**src/rtl/sisc_pkg.sv**
```systemverilog
// Shared definitions for the instruction-fetch slice: FSM state encoding,
// opcode values, instruction field positions and the fetch timeout limit.
package sisc_pkg;

  typedef enum logic [1:0] {
    IDLE = 2'd0,
    WAIT = 2'd1,
    CAPT = 2'd2,
    HALT = 2'd3
  } fetch_state_e;

  typedef enum logic [3:0] {
    NOOP   = 4'd0,
    LDA    = 4'd1,
    STA    = 4'd2,
    LDI    = 4'd3,
    JMP    = 4'd4,
    JZ     = 4'd5,
    CALL   = 4'd6,
    RET    = 4'd7,
    ALU_OP = 4'd8,
    HLT    = 4'd15
  } opcode_e;

  localparam int OPC_MSB     = 31;
  localparam int MM_MSB      = 27;
  localparam int TIMEOUT_MAX = 31;

  // Branch target: relative offsets are two's complement and wrap at 16 bits.
  function automatic logic [15:0] br_target(input logic [15:0] cur_pc,
                                            input logic        rel,
                                            input logic [15:0] addr);
    return rel ? (cur_pc + addr) : addr;
  endfunction

endpackage

```
**src/rtl/ifetch_if.sv**
```systemverilog
// Instruction-memory read bus between ifetch (master) and memory (slave).
interface ifetch_if;

  logic        mem_rd;
  logic [15:0] mem_addr;
  logic        mem_ack;
  logic [31:0] mem_rdata;

  modport master (output mem_rd, output mem_addr, input mem_ack, input mem_rdata);
  modport slave  (input mem_rd, input mem_addr, output mem_ack, output mem_rdata);

endinterface

```
**src/rtl/ifetch_pc.sv**
```systemverilog
// Program counter with increment/branch adder and a single pending-branch
// slot for branches that arrive while a fetch is in flight.
module ifetch_pc
  import sisc_pkg::*;
(
  input  logic        clk,
  input  logic        rst,
  input  logic        br_take,
  input  logic        br_rel,
  input  logic [15:0] br_addr,
  input  logic        pc_inc,
  input  logic        br_now,
  input  logic        br_hold,
  input  logic        br_apply,
  output logic [15:0] pc
);

  logic        pend_vld;
  logic        pend_rel;
  logic [15:0] pend_addr;

  // A relative pending branch is resolved against the already-incremented pc
  // at the moment it is applied; a br_take in the apply cycle itself wins.
  always_ff @(posedge clk) begin
    if (rst) begin
      pc        <= '0;
      pend_vld  <= 1'b0;
      pend_rel  <= 1'b0;
      pend_addr <= '0;
    end else begin
      if (br_apply) begin
        if (br_take)       pc <= br_target(pc, br_rel, br_addr);
        else if (pend_vld) pc <= br_target(pc, pend_rel, pend_addr);
        pend_vld <= 1'b0;
      end else if (br_now && br_take) begin
        pc <= br_target(pc, br_rel, br_addr);
      end else if (pc_inc) begin
        pc <= pc + 16'd1;
      end
      if (br_hold && br_take) begin
        pend_vld  <= 1'b1;
        pend_rel  <= br_rel;
        pend_addr <= br_addr;
      end
    end
  end

endmodule

```
**src/rtl/ifetch.sv**
```systemverilog
// Instruction fetch controller: issues one memory read per fetch_req,
// captures the word into ir and advances the pc.
// Optional build macro IFETCH_TIMEOUT_EN adds a WAIT timeout and fetch_err.
//
// state | meaning
// IDLE  | ready; accepts fetch_req or an immediate branch
// WAIT  | mem_rd asserted at pc, waiting for mem_ack
// CAPT  | one cycle with the new instruction; pending branch applied
// HALT  | HLT fetched; only rst leaves
module ifetch
  import sisc_pkg::*;
(
  input  logic        clk,
  input  logic        rst,
  input  logic        fetch_req,
  input  logic        br_take,
  input  logic        br_rel,
  input  logic [15:0] br_addr,
  ifetch_if.master    mem,
  output logic [31:0] ir,
  output logic [3:0]  opcode,
  output logic [3:0]  mm,
  output logic        ir_valid,
  output logic [15:0] pc,
  output logic        busy,
`ifdef IFETCH_TIMEOUT_EN
  output logic        fetch_err,
`endif
  output logic        halted
);

  fetch_state_e state_q, state_d;
  logic         accept;
  logic         capture;
  logic         timeout;

  assign accept  = (state_q == IDLE) && fetch_req && !br_take;
  assign capture = (state_q == WAIT) && mem.mem_ack;

`ifdef IFETCH_TIMEOUT_EN
  logic [4:0] tmo_cnt;

  assign timeout = (state_q == WAIT) && !mem.mem_ack && (tmo_cnt == 5'd0);

  // Down-counter reloaded outside WAIT; reaching zero marks the last WAIT cycle.
  always_ff @(posedge clk) begin
    if (rst) begin
      tmo_cnt   <= '0;
      fetch_err <= 1'b0;
    end else begin
      fetch_err <= timeout;
      if (state_q != WAIT) tmo_cnt <= 5'(TIMEOUT_MAX - 1);
      else                 tmo_cnt <= tmo_cnt - 5'd1;
    end
  end
`else
  assign timeout = 1'b0;
`endif

  // State register.
  always_ff @(posedge clk) begin
    if (rst) state_q <= IDLE;
    else     state_q <= state_d;
  end

  // Next-state logic.
  always_comb begin
    state_d = state_q;
    case (state_q)
      IDLE: if (accept) state_d = WAIT;
      WAIT: begin
        if (mem.mem_ack)  state_d = CAPT;
        else if (timeout) state_d = IDLE;
      end
      CAPT: state_d = (opcode == HLT) ? HALT : IDLE;
      HALT: state_d = HALT;
      default: state_d = IDLE;
    endcase
  end

  // Instruction register and decoded fields, loaded on the acknowledged read.
  always_ff @(posedge clk) begin
    if (rst) begin
      ir       <= '0;
      opcode   <= '0;
      mm       <= '0;
      ir_valid <= 1'b0;
    end else if (capture) begin
      ir       <= mem.mem_rdata;
      opcode   <= mem.mem_rdata[OPC_MSB -: 4];
      mm       <= mem.mem_rdata[MM_MSB -: 4];
      ir_valid <= 1'b1;
    end else if (accept) begin
      ir_valid <= 1'b0;
    end
  end

  assign mem.mem_rd   = (state_q == WAIT);
  assign mem.mem_addr = (state_q == WAIT) ? pc : 16'd0;
  assign busy         = (state_q == WAIT) || (state_q == CAPT);
  assign halted       = (state_q == HALT);

  ifetch_pc u_pc (
    .clk      (clk),
    .rst      (rst),
    .br_take  (br_take),
    .br_rel   (br_rel),
    .br_addr  (br_addr),
    .pc_inc   (capture),
    .br_now   (state_q == IDLE),
    .br_hold  (state_q == WAIT),
    .br_apply (state_q == CAPT),
    .pc       (pc)
  );

endmodule

```
**src/flat_wrapper.sv**
```systemverilog
// flat-port wrapper written by rule: the top's interface ports become plain ports
module ifetch_flat import sisc_pkg::*;
  (clk, rst, fetch_req, br_take, br_rel, br_addr, ir, opcode, mm, ir_valid, pc, busy, halted, mem_mem_rd, mem_mem_addr, mem_mem_ack, mem_mem_rdata);
  ifetch_if mem_i ();
  input  logic clk;
  input  logic rst;
  input  logic fetch_req;
  input  logic br_take;
  input  logic br_rel;
  input  logic [15:0] br_addr;
  output logic [31:0] ir;
  output logic [3:0] opcode;
  output logic [3:0] mm;
  output logic ir_valid;
  output logic [15:0] pc;
  output logic busy;
  output logic halted;
  output wire logic [$bits(mem_i.mem_rd)-1:0] mem_mem_rd;
  output wire logic [$bits(mem_i.mem_addr)-1:0] mem_mem_addr;
  input wire logic [$bits(mem_i.mem_ack)-1:0] mem_mem_ack;
  input wire logic [$bits(mem_i.mem_rdata)-1:0] mem_mem_rdata;
  assign mem_mem_rd = mem_i.mem_rd;
  assign mem_mem_addr = mem_i.mem_addr;
  assign mem_i.mem_ack = mem_mem_ack;
  assign mem_i.mem_rdata = mem_mem_rdata;
  ifetch u_core (.clk(clk), .rst(rst), .fetch_req(fetch_req), .br_take(br_take), .br_rel(br_rel), .br_addr(br_addr), .mem(mem_i), .ir(ir), .opcode(opcode), .mm(mm), .ir_valid(ir_valid), .pc(pc), .busy(busy), .halted(halted));
endmodule
```
**config.mk**
```make
export PLATFORM = sky130hd
export DESIGN_NAME = ifetch_flat
export DESIGN_NICKNAME = d
export VERILOG_FILES = /design/src/rtl/sisc_pkg.sv /design/src/rtl/ifetch_if.sv /design/src/rtl/ifetch_pc.sv /design/src/rtl/ifetch.sv /design/src/flat_wrapper.sv
export SDC_FILE = /design/constraint.sdc
export NUM_CORES = 1
export LEC_CHECK = 0
export CORE_MARGIN = 2
export CORE_UTILIZATION = 44
export CTS_CLUSTER_SIZE = 8
export DETAILED_ROUTE_END_ITERATION = 7
export PLACE_DENSITY = 0.81
export SYNTH_ARGS = -nofsm -noshare
export SYNTH_HDL_FRONTEND = slang
export SYNTH_HIERARCHICAL = 1
export SYNTH_SLANG_ARGS = --single-unit
```
**constraint.sdc**
```tcl
create_clock -name clk -period 3.11 [get_ports clk]
set_clock_uncertainty 0.2 [all_clocks]
set_input_delay 0.311 -clock clk [delete_from_list [all_inputs] [get_ports clk]]
set_output_delay 0.311 -clock clk [all_outputs]
set_load 0.01 [all_outputs]
```
Yosys cells after proc, flatten, opt, wreduce, memory -nomap -nowiden
Index checks and enable logic that the tools add are counted.
{"block": "classes", "addsub": 3, "n_eq_ne": 7, "mux": 16, "reduce_logical": 13}
{"op": "16-bit 2-to-1 mux", "count": 8}
{"op": "16-bit adder", "count": 2}
{"op": "16-bit by 1-bit adder with 16-bit output, second input constant", "count": 1}
{"op": "2-bit case mux with 4 select lines", "count": 1}
{"op": "2-bit 2-to-1 mux", "count": 3}
{"op": "1-bit logical AND", "count": 5}
{"op": "2-bit equality test, second input constant", "count": 2}
{"op": "4-bit equality test, second input constant", "count": 1}
{"op": "1-bit 2-to-1 mux", "count": 4}
{"op": "2-bit AND reduction", "count": 2}
{"op": "2-bit nonzero test", "count": 2}
{"op": "3-bit by 2-bit != test with 1-bit output, second input constant", "count": 1}
{"op": "3-bit nonzero test", "count": 1}
{"op": "2-bit by 1-bit equality test with 1-bit output, second input constant", "count": 1}
{"op": "2-bit zero test", "count": 1}
{"op": "2-bit by 1-bit != test with 1-bit output, second input constant", "count": 1}
{"op": "2-bit != test, second input constant", "count": 1}
{"op": "1-bit zero test", "count": 1}
{"op": "1-bit logical OR", "count": 1}
{"block": "totals", "reg_bits": 77, "in_bits": 54, "word_cells": 48}

Depth between registers and ports, before layout
{"block": "depth", "depth_word": 5, "depth_mapped": 12}

Modules after synthesis
Netlist, hierarchy kept.
{"module": "ifetch_pc", "instances": 1, "cells_per_inst": 421, "area_each_um2": 3249.4}
{"module": "ifetch", "instances": 1, "cells_per_inst": 188, "area_each_um2": 1471.4}

Least setup slack after synthesis
No wires, ideal clock.
{"block": "synth_path", "kind": "register to register", "from": "reg u_core.u_pc.pc[0]", "to": "reg u_core.u_pc.pc[14]", "setup_ps": 125, "t_arrival_ps": 2661, "path_slack_ps": 125, "stages_incl_launch_ff": 11, "path_cell_list": "dfxtp_1 > ha_1 > fa_1 > a21o_1 > a221oi_2 > o21ai_2 > a2111oi_4 > o41ai_1 > xor2_1 > a221oi_1 > nor3_1"}
{"block": "synth_via", "elab_chain_cells": 5, "word_cells_on_any_way": 10, "cone_classes": "3 x add/sub; 7 x mux"}
{"item": "start: declaration", "line": "ifetch_pc.sv:15", "rtl": "output logic [15:0] pc"}
{"item": "start signal: assignment", "line": "ifetch_pc.sv:32", "rtl": "if (br_take) pc <= br_target(pc, br_rel, br_addr);"}
{"item": "start signal: assignment", "line": "ifetch_pc.sv:33", "rtl": "else if (pend_vld) pc <= br_target(pc, pend_rel, pend_addr);"}
{"item": "start signal: assignment", "line": "ifetch_pc.sv:36", "rtl": "pc <= br_target(pc, br_rel, br_addr);"}
{"item": "16-bit adder", "line": "sisc_pkg.sv:33", "rtl": "return rel ? (cur_pc + addr) : addr;"}
{"item": "16-bit 2-to-1 mux", "line": "sisc_pkg.sv:33"}
{"item": "16-bit 2-to-1 mux", "line": "ifetch_pc.sv:33"}
{"item": "16-bit 2-to-1 mux", "line": "ifetch_pc.sv:32"}
{"item": "16-bit 2-to-1 mux (*)", "line": "ifetch_pc.sv:31", "rtl": "if (br_apply) begin"}
Every way passes the cells marked *; elsewhere a longest branch is shown, timed or not. The select of a mux whose other input is x is not followed.
A chain may end at the register's enable or synchronous reset.

Worst setup path in the final report
{"block": "layout_path", "from": "reg u_core.u_pc.pend_addr[0]", "to": "reg u_core.u_pc.pc[14]"}
{"block": "layout_via", "elab_chain_cells": 5}
{"item": "start: declaration", "line": "ifetch_pc.sv:20", "rtl": "logic [15:0] pend_addr;"}
{"item": "start signal: assignment", "line": "ifetch_pc.sv:43", "rtl": "pend_addr <= br_addr;"}
{"item": "16-bit adder", "line": "sisc_pkg.sv:33"}
{"item": "16-bit 2-to-1 mux", "line": "sisc_pkg.sv:33"}
{"item": "16-bit 2-to-1 mux", "line": "ifetch_pc.sv:33"}
{"item": "16-bit 2-to-1 mux", "line": "ifetch_pc.sv:32"}
{"item": "16-bit 2-to-1 mux", "line": "ifetch_pc.sv:31"}
Every way passes these cells. The select of a mux whose other input is x is not followed.

==> flow_summary.toml <==
[run_status]
status = "finished, final reports clean"

[yosys]
synth-seq-cells = 69
synth_warnings = 6
synth_area_per_cell_sq_um = 7.75
ys_seq_area_frac = 0.293
yosys_most_used_dff = "dfxtp_1"
syn_inst = 609
synthDistinctLibCells = 58
synth_top_cell_area_share = 0.293
synth_area_leaders = "dfxtp_1 (29%), ha_1 (9.5%), nand2_1 (8.7%)"
synth_nets = 701
async_reset_ff_frac = 0
yosysTopAreaCell = "dfxtp_1"
synth_edf_count = 0
netlist_area_sq_um = 4720

[routing]
routedWlPerCell_um = 17.3
vias_per_cell = 5.73
drtAntennaViolNets = 0
drt_iter0_markers = 369
vias = 5088
drc = 0
drt-total-wl_um = 15400
drt_first_pass_iters = 5

[setup_path]
r2r-end = "u_core/u_pc/pc[14]"
r2r_setup_slack_ns = 0.1
critPathLaunchType = "flop"
end_kind = "flop"
required_ns = 3.13
crit_arrival_ns = 3.04
critPathMaxStageDelay_ns = 0.37
crit_type = "flop to flop"
critPathSlowestCell = "fa_2"
crit_path_max_fanout = 3
crit_chain = "ha_1, fa_2, a21o_1, a221oi_4, o21ai_2, a2111oi_4, o41ai_2, xor2_1, a221oi_1, nor3_1"
path_delay_family = "compound AO/OA/AOI/OAI gates"
reg2reg_from = "u_core/u_pc/pend_addr[0]"
rr_worst_depth = 10
critPathBufInv = 0

[clock_network]
path_clk_slew_ns = 0.08
htree_levels = 3
cts.sinks = 69
cts-buffers-inserted = 9
root_buffer = "clkbuf_8"
clk_latency_ns = 0.37
cts_tree = "yes"
cts_hold_buf = 0
cts.path.max_buffers = 2

[cells_and_area]
n_antenna_cell = 0
post_route_cells_drive_above_1_share = 0.0918
final_core_util = 0.625
stdcell_count = 888
syn_to_final_growth_pct = 37.3
nets = 839

[global_routing]
grt_pass1_wl_um = 24300
overflow = 0
grt_max_degree = 36
grt_pass1_vias = 5007
grt_usage = 0.265
antenna_found_initial = 0

[power_and_ir_drop]
irDropWorstVdd_v = 0.000306
design_power_total_mw = 4.24
leakage_nw = 2.58
p_per_area_nw_per_um2 = 655

[timing]
tns_ns = 0
setup_viol_count_final = 0
worst_pin_slew_ns = 0.845
fin_ws_ns = 0.0963
fmaxAchievable_mhz = 332
slew_viol_final = 0
finalCritPeriodShare = 0.969
hold_violations = 0
maxSlewHeadroom = 0.435
min_period_ns = 3.01

[place]
io_buffers = 129
gp_congestion = 1.01
post-place-ws_ns = -0.120
dpl.cell_count = 871
hpwl_um = 11100

[hold_path]
hold_end = "u_core/ir[13]"
holdPathStages = 2
min_from = "u_core/ir[13]"
hp-class = "flop to flop"

[floorplan]
dieArea_sq_um = 11600
initial_core_util = 0.455
rows = 37
ioPinCount = 130
die_w_um = 108
core_area_sq_um = 10400
die_h_um = 108

[job]
drv_cap = 0
==> synth_stat cells (all sizes together) (9+ instances only) <==
master  count
a211oi     12
a21o       10
a21oi      75
a221oi     17
and2       18
and3       10
buf        15
clkbuf     21
dfxtp      69
ha         36
inv        11
nand2     109
nand2b      9
nand3      11
nor2       35
nor3       22
o21ai      34
xnor2      18
xor2       17
==> power by group <==
| group | leakage (nW) | total (mW) | switching (mW) | internal [mW] |
|---|---|---|---|---|
| sequential | 0.563 | 1.20 | 0.171 | 1.03 |
| clock | 0.113 | 0.872 | 0.406 | 0.465 |
| combinational | 1.90 | 2.17 | 1.16 | 1.01 |
==> per-layer routing <==
metal  routed length [um]  vias up  share of wire  global-route usage
li1                     -     2448              -                   -
met1                 6260     2394           0.41               0.320
met2                 7680      203           0.50               0.449
met3                 1020       43          0.066              0.0539
met4                  426        0          0.028               0.122
met5                    0        -              0                   0
==> cell type report <==
| cell class | count | area [sq um] |
|---|---|---|
| Fill cell | 906 | 3890 |
| Multi-Input combinational cell | 493 | 3120 |
| Timing Repair Buffer | 163 | 1540 |
| Sequential cell | 69 | 1380 |
| Tap cell | 136 | 170 |
| Clock buffer | 9 | 124 |
| Clock inverter | 7 | 105 |
| Inverter | 11 | 41.3 |
==> flip-flops by register name, summed over array words and instances (netlist names) <==
register               count
u_core/ir                 32
u_core/ir_valid            1
u_core/state_q             2
u_core/u_pc/pc            16
u_core/u_pc/pend_addr     16
u_core/u_pc/pend_rel       1
u_core/u_pc/pend_vld       1
==> layout by cell type (no fill, tap or decap), types with 3 or more instances in the layout <==
cell	count
a211oi_1	12
a21o_1	8
a21oi_1	75
a221oi_1	16
and2_1	18
and3_1	10
buf_4	34
clkbuf_8	9
clkdlybuf4s50_1	128
dfxtp_1	69
ha_1	36
inv_1	8
inv_2	3
inv_6	3
mux2i_1	6
nand2_1	109
nand2b_1	9
nand3_1	11
nand4_1	4
nor2_1	34
nor3_1	22
nor4_1	3
o211ai_1	4
o21ai_0	24
o21ai_1	8
o21bai_1	3
o22ai_1	5
or3_1	4
xnor2_1	18
xor2_1	17
==> worst max-delay path by stage <==
| stage | startpoint | end | cells after the start |
|---|---|---|---|
| floorplan | u_core/u_pc/pc[0] | u_core/u_pc/pc[14] | 10 |
| global placement | br_addr[0] | u_core/u_pc/pc[14] | 11 |
| detailed placement | br_addr[0] | u_core/u_pc/pc[14] | 11 |
| CTS | u_core/u_pc/pend_addr[0] | u_core/u_pc/pc[14] | 10 |
| global route | u_core/u_pc/pend_addr[0] | u_core/u_pc/pc[14] | 10 |
| finish | u_core/u_pc/pend_addr[0] | u_core/u_pc/pc[14] | 10 |
==> cells by family (layout without fill, tap and decap cells) <==
family                   after synthesis  in the layout  share of synthesized area
AND/OR/NAND/NOR                      234            234                      0.227
XOR/XNOR                              35             35                     0.0649
buffers and inverters                 47            190                     0.0543
multiplexers                           8              8                     0.0175
adder cells (fa/ha/maj)               38             38                      0.104
flip-flops                            69             69                      0.293
AO/OA/AOI/OAI                        178            178                      0.239
==> tightest hold or removal path: cells and delay by family, from the launching register on <==
kind | cells | cell delay (ns)
and+or+nand+nor | 1 | 0.05
DFF | 1 | 0.31
AOI/OAI and AO/OA | 1 | 0.05
==> metrics by stage <==
stage / instance area, sq um / hold WS [ns]
2_1_floorplan: 4720 / 0.244
3_3_place_gp: 6220 / 0.242
3_5_place_dp: 6220 / 0.246
4_1_cts: 6450 / 0.259
5_1_grt: 6480 / 0.275
6_report: 6480 / 0.257
==> repair_timing <==
item                                    CTS  global route
buffers inserted                          0             1
endpoints found under the setup margin    0             2
resized for setup                         0             5
Note: power is estimated with default switching activity, not from simulation.
